`config.mk`:
```
export PLATFORM = sky130hd
export DESIGN_NAME = status_io_frontend
export DESIGN_NICKNAME = d
export VERILOG_FILES = /design/src/rtl/status_io_frontend.sv
export SDC_FILE = /design/constraint.sdc
export NUM_CORES = 1
export LEC_CHECK = 0
export CORE_UTILIZATION = 65
export CTS_BUF_LIST = sky130_fd_sc_hd__clkbuf_8 sky130_fd_sc_hd__clkbuf_16
export CTS_CLUSTER_DIAMETER = 30
export DETAILED_ROUTE_END_ITERATION = 8
export PLACE_DENSITY_LB_ADDON = 0.08
export SLEW_MARGIN = 20
export SYNTH_ARGS = -nofsm -noshare
export SYNTH_HDL_FRONTEND = slang
export SYNTH_SLANG_ARGS = --single-unit
```
`constraint.sdc`:
```
create_clock -name clk -period 5.7 [get_ports clk]
set_input_delay 1.14 -clock clk [delete_from_list [all_inputs] [get_ports clk]]
set_output_delay 1.14 -clock clk [all_outputs]
set_load 0.01 [all_outputs]
```
`src/rtl/status_io_frontend.sv`:
```
// status_io_frontend: board-I/O front end between the system controller and
// the FPGA pins. Registers status levels onto header pins and pulse-stretched
// copies onto LEDs, latches the classifier result with a pending/overrun
// handshake, generates a heartbeat, and synchronises + debounces a push-button.
//
// Handshake semantics (result path): result_valid is a one-cycle strobe that
// always wins; result_clear is a one-cycle strobe from the consumer. A valid
// arriving while a result is still pending (and not cleared in that same
// cycle) sets the sticky overrun flag, which only reset clears.
module status_io_frontend #(
    parameter int NUM_STATUS      = 3,
    parameter int RESULT_WIDTH    = 4,
    parameter int LED_HOLD        = 5000000,
    parameter int HB_HALF         = 50000000,
    parameter int SYNC_STAGES     = 2,
    parameter int DEBOUNCE_CYCLES = 1000000
) (
    input  logic                    clk,
    input  logic                    rst_n,
    input  logic [NUM_STATUS-1:0]   status_in,
    output logic [NUM_STATUS-1:0]   status_pin,
    output logic [NUM_STATUS-1:0]   status_led,
    input  logic [RESULT_WIDTH-1:0] result_in,
    input  logic                    result_valid,
    input  logic                    result_clear,
    output logic [RESULT_WIDTH-1:0] result_out,
    output logic                    result_pending,
    output logic                    result_overrun,
    input  logic                    btn_raw,
    output logic                    btn_level,
    output logic                    btn_pulse,
    output logic                    heartbeat
);

    // Counter widths are sized to hold the terminal value itself.
    localparam int HOLD_W = $clog2(LED_HOLD + 1);
    localparam int DEB_W  = $clog2(DEBOUNCE_CYCLES + 1);
    localparam int HB_W   = $clog2(HB_HALF + 1);

    localparam logic [HOLD_W-1:0] HOLD_LOAD = HOLD_W'(LED_HOLD);
    localparam logic [DEB_W-1:0]  DEB_LAST  = DEB_W'(DEBOUNCE_CYCLES - 1);
    localparam logic [HB_W-1:0]   HB_LAST   = HB_W'(HB_HALF - 1);

    // ------------------------------------------------------------------
    // Status pins and stretched LEDs
    // ------------------------------------------------------------------
    logic [NUM_STATUS-1:0]             r_status_pin;
    logic [NUM_STATUS-1:0]             r_status_prev;
    logic [NUM_STATUS-1:0]             r_status_led;
    logic [NUM_STATUS-1:0][HOLD_W-1:0] r_hold_cnt;
    logic [NUM_STATUS-1:0]             w_status_rise;

    // A rising edge is judged on the registered pin against its previous value.
    assign w_status_rise = r_status_pin & ~r_status_prev;

    // Register status, reload hold counters on rising edges, drive stretched LEDs.
    always_ff @(posedge clk or negedge rst_n) begin
        if (!rst_n) begin
            r_status_pin  <= '0;
            r_status_prev <= '0;
            r_status_led  <= '0;
            r_hold_cnt    <= '0;
        end else begin
            r_status_pin  <= status_in;
            r_status_prev <= r_status_pin;
            for (int i = 0; i < NUM_STATUS; i++) begin
                if (w_status_rise[i]) begin
                    r_hold_cnt[i] <= HOLD_LOAD;
                end else if (r_hold_cnt[i] != '0) begin
                    r_hold_cnt[i] <= r_hold_cnt[i] - 1'b1;
                end
                r_status_led[i] <= r_status_pin[i] | (r_hold_cnt[i] != '0);
            end
        end
    end

    // ------------------------------------------------------------------
    // Result latch with pending / sticky overrun
    // ------------------------------------------------------------------
    logic [RESULT_WIDTH-1:0] r_result_out;
    logic                    r_result_pending;
    logic                    r_result_overrun;

    // Valid beats clear; a same-cycle clear counts as consuming the old value.
    always_ff @(posedge clk or negedge rst_n) begin
        if (!rst_n) begin
            r_result_out     <= '0;
            r_result_pending <= 1'b0;
            r_result_overrun <= 1'b0;
        end else if (result_valid) begin
            r_result_out     <= result_in;
            r_result_pending <= 1'b1;
            if (r_result_pending && !result_clear) begin
                r_result_overrun <= 1'b1;
            end
        end else if (result_clear) begin
            r_result_pending <= 1'b0;
        end
    end

    // ------------------------------------------------------------------
    // Button synchroniser and debouncer
    // ------------------------------------------------------------------
    logic [SYNC_STAGES-1:0] r_sync;
    logic [DEB_W-1:0]       r_deb_cnt;
    logic                   r_btn_level;
    logic                   r_btn_pulse;
    logic                   w_sync;

    assign w_sync = r_sync[SYNC_STAGES-1];

    // Shift the asynchronous button through the synchroniser chain.
    always_ff @(posedge clk or negedge rst_n) begin
        if (!rst_n) begin
            r_sync <= '0;
        end else begin
            r_sync <= {r_sync[SYNC_STAGES-2:0], btn_raw};
        end
    end

    // Accept a new level only after it has differed for DEBOUNCE_CYCLES cycles.
    always_ff @(posedge clk or negedge rst_n) begin
        if (!rst_n) begin
            r_deb_cnt   <= '0;
            r_btn_level <= 1'b0;
            r_btn_pulse <= 1'b0;
        end else begin
            r_btn_pulse <= 1'b0;
            if (w_sync != r_btn_level) begin
                if (r_deb_cnt == DEB_LAST) begin
                    r_btn_level <= ~r_btn_level;
                    r_deb_cnt   <= '0;
                    // Pulse only on the 0->1 acceptance, coincident with the new level.
                    r_btn_pulse <= ~r_btn_level;
                end else begin
                    r_deb_cnt <= r_deb_cnt + 1'b1;
                end
            end else begin
                r_deb_cnt <= '0;
            end
        end
    end

    // ------------------------------------------------------------------
    // Heartbeat
    // ------------------------------------------------------------------
    logic [HB_W-1:0] r_hb_cnt;
    logic            r_heartbeat;

    // Count 0..HB_HALF-1 and toggle the heartbeat on every wrap.
    always_ff @(posedge clk or negedge rst_n) begin
        if (!rst_n) begin
            r_hb_cnt    <= '0;
            r_heartbeat <= 1'b0;
        end else if (r_hb_cnt == HB_LAST) begin
            r_hb_cnt    <= '0;
            r_heartbeat <= ~r_heartbeat;
        end else begin
            r_hb_cnt <= r_hb_cnt + 1'b1;
        end
    end

    assign status_pin     = r_status_pin;
    assign status_led     = r_status_led;
    assign result_out     = r_result_out;
    assign result_pending = r_result_pending;
    assign result_overrun = r_result_overrun;
    assign btn_level      = r_btn_level;
    assign btn_pulse      = r_btn_pulse;
    assign heartbeat      = r_heartbeat;

endmodule

```
# Word-level counts from Yosys, hierarchy flattened
# Index checks and enable logic that the tools add are counted.
[classes]
add_sub_neg = 5
multipliers = 0
div = 0
magnitude_cmp = 0
n_eq_ne = 3
n_shift = 0
n_mux = 13
bitwise_logic = 7
n_reduce_logical = 11
[op_table]
columns = ["operator", "n"]
rows = [
  ["$mux 23", 6],
  ["$reduce_bool 23->1", 3],
  ["$sub 23x1->23 const B", 3],
  ["$mux 20", 2],
  ["$add 26x1->26 const B", 1],
  ["$eq 26x26->1 const B", 1],
  ["$mux 26", 1],
  ["$add 20x1->20 const B", 1],
  ["$eq 20x20->1 const B", 1],
  ["$reduce_bool 2->1", 4],
  ["$mux 1", 4],
  ["$reduce_and 2->1", 2],
  ["$and 3x3->3", 1],
  ["$not 3->3", 1],
  ["$or 1x1->1", 3],
  ["$not 1->1", 2],
  ["$logic_and 1x1->1", 1],
  ["$logic_not 1->1", 1],
  ["$ne 1x1->1", 1],
]
[word_totals]
regBits = 135
latch_bits = 0
mem_bits_rw = 0
romBits = 0
output_inout_bits = 15
n_memories = 0

# Longest topological paths before layout
[logic_depth]
word_depth = 3
depth_mapped = 8
ltp_nobuf = 7

# Least setup slack after synthesis
# Ideal clock, no wire load.
[synth_path]
kind = "register -> register"
from = "register r_hold_cnt[51] in the netlist's numbering"
to = "register r_hold_cnt[61] in the netlist's numbering"
setup_ps = 83
arrival_time_ps = 2267
required_time_ps = 5617
setup_slack_ps = 3351
stages_incl_launch_ff = 7
n_path_buf = 1
period_less_slack_ps = 2349
path_cell_list = "dfrtp_1 > or4_4 > or3_1 > buf_2 > or4_1 > or4_1 > o21ai_0"
[synth_between]
elab_chain_cells = 3
elab_cells_between_ends = 5
classes_between = "add/sub: 1; mux: 2; reduce/logical: 2"
[synth_rtl]
columns = ["item", "line", "text"]
rows = [
  ["start, declared", "50", "logic [NUM_STATUS-1:0][HOLD_W-1:0] r_hold_cnt;"],
  ["start signal, assigned by index", "70", "r_hold_cnt[i] <= r_hold_cnt[i] - 1'b1;"],
  ["$sub 23x1->23", "70", ""],
  ["$mux 23", "69", "end else if (r_hold_cnt[i] != '0) begin"],
  ["$mux 23", "67", "if (w_status_rise[i]) begin"],
]
# Parallel ways exist; a longest one is shown, timed or not. The select of a mux whose other input is x is not followed.
# A chain may end at the register's enable or synchronous reset.

# Final worst setup path
[layout_path]
from = "register r_hold_cnt[23] in the netlist's numbering"
to = "register r_hold_cnt[41] in the netlist's numbering"
# Same word-level chain as after synthesis.

==> flow_summary.toml <==
[outcome]
status = "complete, no violations"

[setup_path]
end_kind = "flop"
cp-start-kind = "flop"
arrival_ps = 3040
path_class = "reg -> reg"
worstPathRequired_ps = 6080
cp_max_fo = 11

[timing]
rsz0062_at_grt = "false"
tightest_slew_ps = 1070
slew_violations = 0
fin_skew_ps = 9.34
post-route-min-period_ps = 2660
finalHoldViolCount = 0
period_share = 0.466
setup_slack_ps = 3040
fmax_mhz = 376
tns_ps = 0
slew_headroom = 0.285
setup_violations = 0

[floorplan]
die_area_um2 = 10300
die-width_um = 101
ioPinCount = 27
core_area_um2 = 9420
chipHeight_um = 101
start_util = 0.681
num_rows = 35

[place]
pre_cts_ws_ps = 3070
place_congestion = 0.823
dp_hpwl_um = 8120
portBuffers = 26

[clock_tree]
cts_hold_buf = 0
clkSinkCount = 135
cts_buffers = 17
cts_tree = "done"
postCtsResizedCells = 0
insertion_delay_ps = 520
clk_pin_slew_ps = 60
htree_num_levels = 4
clk_path_buf_depth = 2
cts_setup_buffers = 0
cts_root_buffer = "clkbuf_8"

[hold_path]
hold_path.class = "reg -> reg"

[layout]
n_fill_cell = 634
drive_above_1_share = 0.0673
antenna_cells = 0
seqCellArea_um2 = 3380
multi_input_area_um2 = 2920
area_growth_syn_to_layout_pct = 14.3
num-nets-final = 690

[logic_synthesis]
synth_top_area_share = 0.527
yosysWarningCount = 0
syn-num-nets = 660
synth_most_common_cell = "dfrtp_1"
seq_area_frac_synth = 0.527
syn_area_per_cell_um2 = 9.97
async_reset_ff_frac = 1.00
synth_seq_cells = 135
synthDistinctLibCells = 45
synth_largest_area_cell = "dfrtp_1"
synth_common_cells = "dfrtp_1 (135), nor2_1 (86), nand2_1 (45)"
synth_cells = 643
syn_area_um2 = 6410
ys.flop_type = "dfrtp_1"
synth_area_leaders = "dfrtp_1 (53%), xor2_1 (5.3%), nor2_1 (5.0%)"
synth_edf_count = 0

[power_and_ir_drop]
ir_worst_vdd_v = 0.000260
powerDensity_nw_per_um2 = 333
p_leak_uw = 0.00297

[global_routing]
grt_pass1_vias = 4961
grt_overflow = 0
antenna_found_initial = 0
grt.total_usage = 0.281
grt_pass1_wl_um = 22400
grt_start_max_net_pins = 80

[detailed_routing]
routed_wl_um = 13200
routed_via_density = 6.14
drc = 0
dr.first_iter.drc_count = 293
wl_per_cell_um = 16.2
final_antenna_net_count = 0
vias = 4995
drt_pre_antenna_iters = 4

[run]
drv_cap = 0
==> metal layers <==
layer,wire [um],up-vias,global-route usage,share of wire
met3,595,21,0.0642,0.045
met2,6610,134,0.473,0.50
met4,197,0,0.100,0.015
met5,0,-,0,0
li1,-,2374,-,-
met1,5800,2466,0.359,0.44
==> stage by stage <==
stage	hold WS (ps)	area, um2	utilization	instances	power [uW]
2_1_floorplan	331	6410	-	643	1330
3_3_place_gp	377	6780	0.720	783	1400
3_5_place_dp	378	6780	0.720	783	1420
4_1_cts	388	7330	0.778	813	2450
5_1_grt	401	7330	0.778	813	2540
6_report	392	7330	0.778	813	2440
==> final timing paths <==
check	slack, ps	startpoint	to	cells after the start
max	3040	r_hold_cnt[23]$_DFFE_PN0P_	r_hold_cnt[41]$_DFFE_PN0P_	7
min	390	r_sync[0]$_DFF_PN0_	r_sync[1]$_DFF_PN0_	0
max reg2reg	3040	r_hold_cnt[23]$_DFFE_PN0P_	r_hold_cnt[41]$_DFFE_PN0P_	7
min reg2reg	390	r_sync[0]$_DFF_PN0_	r_sync[1]$_DFF_PN0_	0
max in group asynchronous	3910	rst_n	r_deb_cnt[13]$_DFF_PN0_	2
min in group asynchronous	630	rst_n	r_hold_cnt[58]$_DFFE_PN0P_	1
==> area by class of cell <==
cell class,instances,area share
tap,129,0.0220
timing repair buffer,27,0.0367
sequential,135,0.461
clock buffer,19,0.0603
inverter,12,0.00615
clock inverter,11,0.0150
multi-input combinational,480,0.399
==> logic make-up after synthesis <==
family,after synthesis,share of synthesized area
AO/OA/AOI/OAI,91,0.0913
adder cells (fa/ha/maj),5,0.00976
flip-flops,135,0.527
AND/OR/NAND/NOR,312,0.254
buffers and inverters,28,0.0170
multiplexers,7,0.0119
XOR/XNOR,65,0.0888
==> worst max-delay path, cell delays in order, from the launching register on <==
cell	delay (ps)
dfrtp_1	390
inv_1	110
ha_1	210
nor4b_1	520
nand2_1	390
a2111oi_0	640
xnor2_1	190
nand2_1	70
==> flip-flops by register name, indices dropped and copies added (netlist names), 2 cells and up <==
| name | cells |
|---|---|
| r_hb_cnt | 26 |
| r_sync | 2 |
| r_status_prev | 3 |
| r_deb_cnt | 20 |
| result_out | 4 |
| status_pin | 3 |
| status_led | 3 |
| r_hold_cnt | 69 |
==> where the power goes <==
group          total [uW]  internal (uW)  switching [uW]
Combinational         294            128             167
Clock                1030            633             394
Sequential           1120           1040            81.5
Total                2440           1800             642
==> placed cells by master, fill, tap and decap left out, types with 3 or more instances in the layout <==
cell type / Yosys / layout
nand2b_1: 9 / 9
or4_1: 22 / 22
a31oi_1: 4 / 4
nor4_1: 21 / 21
a31o_2: 5 / 5
and3_1: 13 / 13
nand3_1: 30 / 30
clkbuf_16: 0 / 16
and4_1: 4 / 4
o31a_1: 3 / 3
nor2_1: 86 / 86
clkinvlp_4: 0 / 3
o21ai_0: 22 / 22
xnor2_1: 26 / 26
a21oi_1: 22 / 22
mux2_2: 5 / 5
or3_1: 20 / 20
clkinv_2: 0 / 4
nor4b_1: 3 / 3
inv_1: 12 / 14
a211oi_1: 4 / 4
and2_1: 3 / 3
nor2b_1: 7 / 7
nand4_1: 17 / 17
o211ai_1: 9 / 9
clkbuf_8: 0 / 3
xor2_1: 39 / 39
o31ai_1: 13 / 13
nand2_1: 45 / 45
ha_1: 5 / 5
clkdlybuf4s50_1: 0 / 25
dfrtp_1: 135 / 135
nor3_1: 21 / 21
No activity file was read; power rests on OpenSTA's default activity.
